==> src/rtl/mips_ctrl_pkg.sv <==
// rtl/mips_ctrl_pkg.sv - shared states, opcode/funct constants and ALU operation codes
package mips_ctrl_pkg;

  typedef enum logic [3:0] {
    ST_FETCH     = 4'd0,
    ST_DECODE    = 4'd1,
    ST_EXEC_R    = 4'd2,
    ST_WB_R      = 4'd3,
    ST_EXEC_I    = 4'd4,
    ST_WB_I      = 4'd5,
    ST_EXEC_ADDR = 4'd6,
    ST_MEM       = 4'd7,
    ST_WB_MEM    = 4'd8,
    ST_EXEC_BR   = 4'd9,
    ST_HALTED    = 4'd10
  } state_t;

  localparam logic [5:0] OP_RTYPE = 6'h00;
  localparam logic [5:0] OP_BEQ   = 6'h04;
  localparam logic [5:0] OP_BNE   = 6'h05;
  localparam logic [5:0] OP_ADDIU = 6'h09;
  localparam logic [5:0] OP_SLTI  = 6'h0A;
  localparam logic [5:0] OP_SLTIU = 6'h0B;
  localparam logic [5:0] OP_ANDI  = 6'h0C;
  localparam logic [5:0] OP_ORI   = 6'h0D;
  localparam logic [5:0] OP_XORI  = 6'h0E;
  localparam logic [5:0] OP_LW    = 6'h23;
  localparam logic [5:0] OP_SW    = 6'h2B;
  localparam logic [5:0] FN_JR    = 6'h08;

  localparam logic [3:0] ALU_ADD   = 4'd0;
  localparam logic [3:0] ALU_SUB   = 4'd1;
  localparam logic [3:0] ALU_AND   = 4'd2;
  localparam logic [3:0] ALU_OR    = 4'd3;
  localparam logic [3:0] ALU_XOR   = 4'd4;
  localparam logic [3:0] ALU_SLT   = 4'd5;
  localparam logic [3:0] ALU_SLTU  = 4'd6;
  localparam logic [3:0] ALU_SEQ   = 4'd7;
  localparam logic [3:0] ALU_SNE   = 4'd8;
  localparam logic [3:0] ALU_PASSA = 4'd9;
  localparam logic [3:0] ALU_FUNCT = 4'd15;

  function automatic logic is_imm_op(input logic [5:0] op);
    return (op >= OP_ADDIU) && (op <= OP_XORI);
  endfunction

endpackage

==> src/rtl/mips_alu_decoder.sv <==
// rtl/mips_alu_decoder.sv - maps state and opcode/funct to ALUControl and immediate extension
module mips_alu_decoder
  import mips_ctrl_pkg::*;
(
  input  state_t     state_i,
  input  logic [5:0] opcode_i,
  input  logic [5:0] funct_i,
  output logic [3:0] alu_control_o,
  output logic       ext_sel_o
);

  always_comb begin
    alu_control_o = ALU_ADD;
    ext_sel_o     = 1'b0;
    case (state_i)
      ST_EXEC_R:  alu_control_o = (funct_i == FN_JR) ? ALU_PASSA : ALU_FUNCT;
      ST_EXEC_BR: alu_control_o = (opcode_i == OP_BNE) ? ALU_SNE : ALU_SEQ;
      ST_EXEC_I: begin
        // Logical immediates are zero-extended, arithmetic/compare ones sign-extended
        ext_sel_o = (opcode_i == OP_ANDI) || (opcode_i == OP_ORI) || (opcode_i == OP_XORI);
        case (opcode_i)
          OP_SLTI:  alu_control_o = ALU_SLT;
          OP_SLTIU: alu_control_o = ALU_SLTU;
          OP_ANDI:  alu_control_o = ALU_AND;
          OP_ORI:   alu_control_o = ALU_OR;
          OP_XORI:  alu_control_o = ALU_XOR;
          default:  alu_control_o = ALU_ADD;
        endcase
      end
      default: alu_control_o = ALU_ADD;
    endcase
  end

endmodule

==> src/rtl/mips_control_fsm.sv <==
// rtl/mips_control_fsm.sv - multi-cycle MIPS control unit with memory handshake and delay-slot branches
module mips_control_fsm
  import mips_ctrl_pkg::*;
#(
  parameter bit HALT_ON_PC0 = 1'b1
) (
  input  logic        clk,
  input  logic        reset,
  input  logic [31:0] Instr,
  input  logic        stall,
  input  logic        OUTLSB,
  input  logic        PcIs0,
  input  logic        waitrequest,
  output logic        mem_read,
  output logic        mem_write,
  output logic        active,
  output logic        fault,
  output logic        PcEn,
  output logic        IorD,
  output logic        IrWrite,
  output logic        IrSel,
  output logic        RegDst,
  output logic        MemToReg,
  output logic        RegWrite,
  output logic        ALUSrcA,
  output logic        ExtSel,
  output logic        ALUsel,
  output logic        PCSrc,
  output logic        is_jump,
  output logic [1:0]  ALUSrcB,
  output logic [3:0]  ALUControl
);

  state_t     state_q, state_d;
  logic       bp_q, bp_d;
  logic       fault_q, fault_d;
  logic       active_q, active_d;
  logic [3:0] dec_alu;
  logic       dec_ext;
  logic [5:0] opcode;
  logic [5:0] funct;
  logic       unused_instr;

  assign opcode       = Instr[31:26];
  assign funct        = Instr[5:0];
  assign unused_instr = ^Instr[25:6];
  assign active       = active_q;
  assign fault        = fault_q;

  mips_alu_decoder u_alu_dec (
    .state_i       (state_q),
    .opcode_i      (opcode),
    .funct_i       (funct),
    .alu_control_o (dec_alu),
    .ext_sel_o     (dec_ext)
  );

  always_ff @(posedge clk or negedge reset) begin
    if (!reset) begin
      state_q  <= ST_FETCH;
      bp_q     <= 1'b0;
      fault_q  <= 1'b0;
      active_q <= 1'b0;
    end else begin
      state_q  <= state_d;
      bp_q     <= bp_d;
      fault_q  <= fault_d;
      active_q <= active_d;
    end
  end

  // Every output is gated by active_q so an asynchronous reset drops strobes at once
  always_comb begin
    state_d    = state_q;
    bp_d       = bp_q;
    fault_d    = fault_q;
    mem_read   = 1'b0;
    mem_write  = 1'b0;
    PcEn       = 1'b0;
    IorD       = 1'b0;
    IrWrite    = 1'b0;
    IrSel      = 1'b0;
    RegDst     = 1'b0;
    MemToReg   = 1'b0;
    RegWrite   = 1'b0;
    ALUSrcA    = 1'b0;
    ExtSel     = 1'b0;
    ALUsel     = 1'b0;
    PCSrc      = 1'b0;
    is_jump    = 1'b0;
    ALUSrcB    = 2'b00;
    ALUControl = ALU_ADD;
    if (active_q) begin
      case (state_q)
        ST_FETCH: begin
          if (HALT_ON_PC0 && PcIs0) begin
            state_d = ST_HALTED;
          end else begin
            mem_read   = 1'b1;
            ALUSrcB    = 2'b01;
            ALUControl = dec_alu;
            PCSrc      = bp_q;
            if (!waitrequest) begin
              IrWrite = 1'b1;
              PcEn    = 1'b1;
              bp_d    = 1'b0;
              state_d = ST_DECODE;
            end
          end
        end
        ST_DECODE: begin
          IrSel      = 1'b1;
          ALUSrcB    = 2'b11;
          ALUControl = dec_alu;
          if (opcode == OP_RTYPE)                         state_d = ST_EXEC_R;
          else if (opcode == OP_LW || opcode == OP_SW)    state_d = ST_EXEC_ADDR;
          else if (opcode == OP_BEQ || opcode == OP_BNE)  state_d = ST_EXEC_BR;
          else if (is_imm_op(opcode))                     state_d = ST_EXEC_I;
          else begin
            fault_d = 1'b1;
            state_d = ST_HALTED;
          end
        end
        ST_EXEC_R: begin
          ALUSrcA    = 1'b1;
          ALUControl = dec_alu;
          if (funct == FN_JR) begin
            is_jump = 1'b1;
            PcEn    = 1'b1;
            state_d = ST_FETCH;
          end else if (!stall) begin
            state_d = ST_WB_R;
          end
        end
        ST_WB_R: begin
          RegDst   = 1'b1;
          MemToReg = 1'b1;
          ALUsel   = 1'b1;
          RegWrite = 1'b1;
          state_d  = ST_FETCH;
        end
        ST_EXEC_I: begin
          ALUSrcA    = 1'b1;
          ALUSrcB    = 2'b10;
          ExtSel     = dec_ext;
          ALUControl = dec_alu;
          state_d    = ST_WB_I;
        end
        ST_WB_I: begin
          MemToReg = 1'b1;
          ALUsel   = 1'b1;
          RegWrite = 1'b1;
          state_d  = ST_FETCH;
        end
        ST_EXEC_ADDR: begin
          ALUSrcA    = 1'b1;
          ALUSrcB    = 2'b10;
          ALUControl = dec_alu;
          state_d    = ST_MEM;
        end
        ST_MEM: begin
          IorD      = 1'b1;
          ALUsel    = 1'b1;
          IrSel     = 1'b1;
          mem_read  = (opcode == OP_LW);
          mem_write = (opcode == OP_SW);
          if (!waitrequest) state_d = (opcode == OP_LW) ? ST_WB_MEM : ST_FETCH;
        end
        ST_WB_MEM: begin
          RegWrite = 1'b1;
          state_d  = ST_FETCH;
        end
        ST_EXEC_BR: begin
          // Target was latched in DECODE; it is used after the delay-slot fetch
          ALUSrcA    = 1'b1;
          ALUControl = dec_alu;
          bp_d       = OUTLSB;
          state_d    = ST_FETCH;
        end
        default: state_d = ST_HALTED;
      endcase
    end
    active_d = (state_d != ST_HALTED);
  end

endmodule
==> config.mk <==
export PLATFORM = sky130hd
export DESIGN_NAME = mips_control_fsm
export DESIGN_NICKNAME = d
export VERILOG_FILES = /design/src/rtl/mips_ctrl_pkg.sv /design/src/rtl/mips_alu_decoder.sv /design/src/rtl/mips_control_fsm.sv
export SDC_FILE = /design/constraint.sdc
export NUM_CORES = 1
export LEC_CHECK = 0
export ABC_AREA = 1
export CORE_UTILIZATION = 35
export DETAILED_ROUTE_END_ITERATION = 6
export PLACE_DENSITY = 0.79
export SETUP_SLACK_MARGIN = 0.02
export SYNTH_ARGS = -nofsm -noshare
export SYNTH_HDL_FRONTEND = slang
export SYNTH_SLANG_ARGS = --single-unit
==> constraint.sdc <==
create_clock -name clk -period 2 [get_ports clk]
set_input_delay 0.5 -clock clk [delete_from_list [all_inputs] [get_ports clk]]
set_output_delay 0.5 -clock clk [all_outputs]
set_load 0.05 [all_outputs]
==> flow_metrics.tcl, run 1 <==
set metrics [dict create \
    status "did not finish" \
    stop_stage "clock tree synthesis (4_1_cts)" \
    error "[ERROR DPL-0038] Utilization greater than 100%, impossible to legalize" \
    dieHeight_um 52.3 \
    synth-seq-area-share 0.197 \
    numCtsBuffers 3 \
    initial_utilization 0.386 \
    numPortBuffers 39 \
    synth_seq_cells 7 \
    hpwl_mm 2.70 \
    ctsLongestPathBuffers 2 \
    yosysWarnings 0 \
    ctsHoldBuffers 0 \
    num_io_pins 60 \
    syn_area_um2 887 \
    cts_resized 122 \
    synth_cells 165 \
    place_inst 258 \
    synthesis.nets 203 \
    cts_setup_buffers 30 \
    cts_max_level 1 \
    cts_num_sinks 7 \
    fp-row-count 17 \
    ys_types 24 \
    die_w_um 52.3 \
    clock-root-buffer "clkbuf_4" \
    gp_congestion 0.862 \
    syn_avg_cell_area_um2 5.38 \
    place_ws_ns -0.568 \
]
## per-stage QoR
stage,utilization,cell area (um2)
after floorplan,-,1090
after global placement,0.804,1850
after detailed placement,0.804,1850
## synth_stat cells
master	number	area share
o21bai_1	1	0.0085
o21ai_0	2	0.011
nand2_1	50	0.21
nand4_1	3	0.021
nand2_2	5	0.035
buf_1	1	0.0042
o31ai_1	1	0.0085
o21ai_1	2	0.011
nor2_4	2	0.025
inv_2	10	0.042
nand3_2	1	0.011
nor3_1	2	0.011
nor3_2	1	0.011
nand3_1	10	0.056
a21oi_1	10	0.056
a31oi_1	4	0.028
buf_2	1	0.0056
nor2_1	26	0.11
nand3b_1	1	0.0085
o211ai_1	1	0.0085
dfrtp_1	7	0.20
inv_1	19	0.080
nor2_2	3	0.021
nor4_1	2	0.014
## cells by family after synthesis
kind of cell / synth area share
flops: 0.197
compound gates: 0.133
buf+inv: 0.133
simple gates: 0.537
==> run 2, diff against run 1 <==
--- a/config.mk
+++ b/config.mk
@@ -6,10 +6,9 @@
 export NUM_CORES = 1
 export LEC_CHECK = 0
 export ABC_AREA = 1
-export CORE_UTILIZATION = 35
+export CORE_UTILIZATION = 20
 export DETAILED_ROUTE_END_ITERATION = 6
-export PLACE_DENSITY = 0.79
-export SETUP_SLACK_MARGIN = 0.02
+export PLACE_DENSITY_LB_ADDON = 0.15
 export SYNTH_ARGS = -nofsm -noshare
 export SYNTH_HDL_FRONTEND = slang
 export SYNTH_SLANG_ARGS = --single-unit
==> run 2 against run 1 <==
- the flow now finishes, with violations (negative setup slack)
- synthesized cell count unchanged
- area after synthesis stayed put
==> flow_metrics.tcl, run 2 <==
set metrics [dict create \
    routed_wl_mm 3.64 \
    rsz0062_at_grt "yes" \
    synth_largest_area_cell "nand2_1" \
    hold-path-cell-count 1 \
    drc 0 \
    grt_overflow 0 \
    fin_setup_tns_ns -0.879 \
    groute.usage.overall 0.169 \
    combPwrFrac 0.838 \
    synth_seq_cells 7 \
    synthArstFlopShare 1.00 \
    cellLeakagePower_nw 1.10 \
    clock_skew_ns 0.00335 \
    final_nets 304 \
    slew_headroom 0.789 \
    ctsLongestPathBuffers 2 \
    clock-root-buffer "clkbuf_8" \
    synthesis.nets 203 \
    largest_reg_flops 4 \
    viasPerCell 4.41 \
    initial_utilization 0.216 \
    setup_slack_ns -0.143 \
    synth_edf_count 0 \
    maxSlewViolCount 0 \
    die_w_um 68.6 \
    multi_input_area_um2 985 \
    holdPathEnd "fault$_DFFE_PN0P_" \
    synthTopCellsByArea "nand2_1 (21%), dfrtp_1 (20%), nor2_1 (11%)" \
    yosysWarnings 0 \
    layout-area-overhead-vs-synth_pct 169 \
    fp-row-count 23 \
    layout_common_cells "buf_4 (57), nand2_1 (36), buf_12 (17), nor2_4 (16), inv_2 (15)" \
    cts_num_sinks 7 \
    layout_commonest_cell "buf_4" \
    crit_arrival_ns 1.64 \
    regArea_um2 180 \
    setup_viol 14 \
    pwr-share-seq 0.091 \
    worstSetupStartpointType "flip-flop" \
    tightest_slew_ns 0.316 \
    num_io_pins 60 \
    r2r_end "active$_DFF_PN0_" \
    fillers 389 \
    vias 1390 \
    place_ws_ns -0.486 \
    yosysMostFrequentCell "nand2_1" \
    ff2ff_path_depth 12 \
    r2r_start "state_q[2]$_DFF_PN0_" \
    grt_max_degree 13 \
    fin_crit_sh 1.07 \
    dieHeight_um 68.6 \
    drive_gt1_frac 0.664 \
    ant_nets 0 \
    violations "negative setup slack" \
    crit_path_end_kind "primary output" \
    ctsHoldBuffers 0 \
    antenna_cells 0 \
    rrSetupSlack_ns 0.30 \
    wl_per_cell_um 11.6 \
    drt_first_iter_violations 28 \
    gp_congestion 0.874 \
    switchingPower_mw 1.45 \
    antenna_found_initial 0 \
    vdd_drop_max_uv 640 \
    firstDrtPassIters 4 \
    numPortBuffers 39 \
    first_global_vias 1365 \
    worstHoldStart "fault$_DFFE_PN0P_" \
    max_freq_mhz 467 \
    cts_tree "built" \
    synth_commonest_cells "nand2_1 (50), nor2_1 (26), inv_1 (19)" \
    yosys.area.top_type_share 0.212 \
    die-area_um2 4710 \
    synth_ff_type "dfrtp_1" \
    worstSkewPairLatency_ns 0.23 \
    critical_path_class "flip-flop to primary output" \
    pwr-share-clk 0.070 \
    p_sw_frac 0.508 \
    worstHoldPathType "flip-flop to flip-flop" \
    coreArea_um2 4120 \
    power.density_nw_per_um2 1190 \
    status "finished with violations" \
    synth-seq-area-share 0.197 \
    cell_internal_pwr_mw 1.40 \
    ys_types 24 \
    worst_ep_required_time_ns 1.50 \
    clkTransAtPathRegs_ns 0.04 \
    numCtsBuffers 3 \
    syn_area_um2 887 \
    instances_no_fill 315 \
    syn_avg_cell_area_um2 5.38 \
    fin_crit_ns 2.14 \
    grt_pass1_wl_mm 5.95 \
    regMostFlops "state_q" \
    place_inst 292 \
    synth_cells 165 \
    report.final.hold_viol_count 0 \
    hpwl_mm 2.75 \
    cts_max_level 1 \
    drv_cap 0 \
    worstPathMaxFanout 3 \
]
-- run 2: cell counts after synthesis --
No cell type changed its count.
-- run 2: cell type report --
type                       instances  share of cell area
clock buffer                       4              0.0189
inverter                          29              0.0519
tap                               50              0.0262
multi-input combinational        127               0.412
timing repair buffer              98               0.415
sequential                         7              0.0754
-- run 2: worst max-delay path, cell delays in order (launching register included) --
cell and delay [ns]:
dfrtp_1 0.40, buf_6 0.14, inv_4 0.05, buf_4 0.12, nand3_4 0.08, inv_4 0.08
o21ai_4 0.06, buf_4 0.14, a31oi_4 0.17, buf_12 0.16
-- run 2: worst max path at each step --
stage,start,end,slack (ns),depth (start not counted)
after CTS,state_q[3]$_DFF_PN0_,PcEn,-0.28,7
after global routing,state_q[3]$_DFF_PN0_,PcEn,-0.20,7
after detailed placement,Instr[29],ALUControl[0],-0.49,10
after floorplan,state_q[0]$_DFF_PN0_,IrWrite,-0.11,5
after global placement,Instr[29],ALUControl[0],-0.45,10
final,state_q[2]$_DFF_PN0_,ALUControl[0],-0.14,9
-- run 2: routing by layer --
layer	routed length, um	GRT usage	vias to the layer above
met1	1570	0.213	629
met5	0	0	-
met3	170	0.00329	2
met2	1890	0.315	35
li1	-	-	724
met4	8	0.0443	0
-- run 2: cells by family (layout without fill, tap and decap cells) --
group,count (synthesis),count (layout),synth area share
compound gates,21,21,0.133
flops,7,7,0.197
buf+inv,31,131,0.133
simple gates,106,106,0.537
-- run 2: repair_timing --
item,in CTS,in global routing
gates resized for setup,100,11
endpoints found under the setup margin,19,19
setup buffers,20,3
pin swaps,32,14
-- run 2: through the flow --
step	util	hold WS (ns)	instance area, um2	total power, mW
floorplan	-	0.204	1080	1.43
finish	0.580	0.488	2390	2.85
detailed placement	0.480	0.484	1970	2.31
CTS	0.566	0.497	2330	2.82
global placement	0.480	0.486	1970	2.30
global route	0.580	0.539	2390	3.01
-- run 2: power by group through the flow --
stage	sequential, mW	combinational [mW]	clock [mW]
after global placement	0.253	2.05	0
after detailed placement	0.255	2.05	0
after global routing	0.271	2.53	0.207
after floorplan	0.308	1.12	0
final	0.261	2.39	0.200
after CTS	0.262	2.35	0.204
Note: power is estimated with default switching activity, not from simulation.
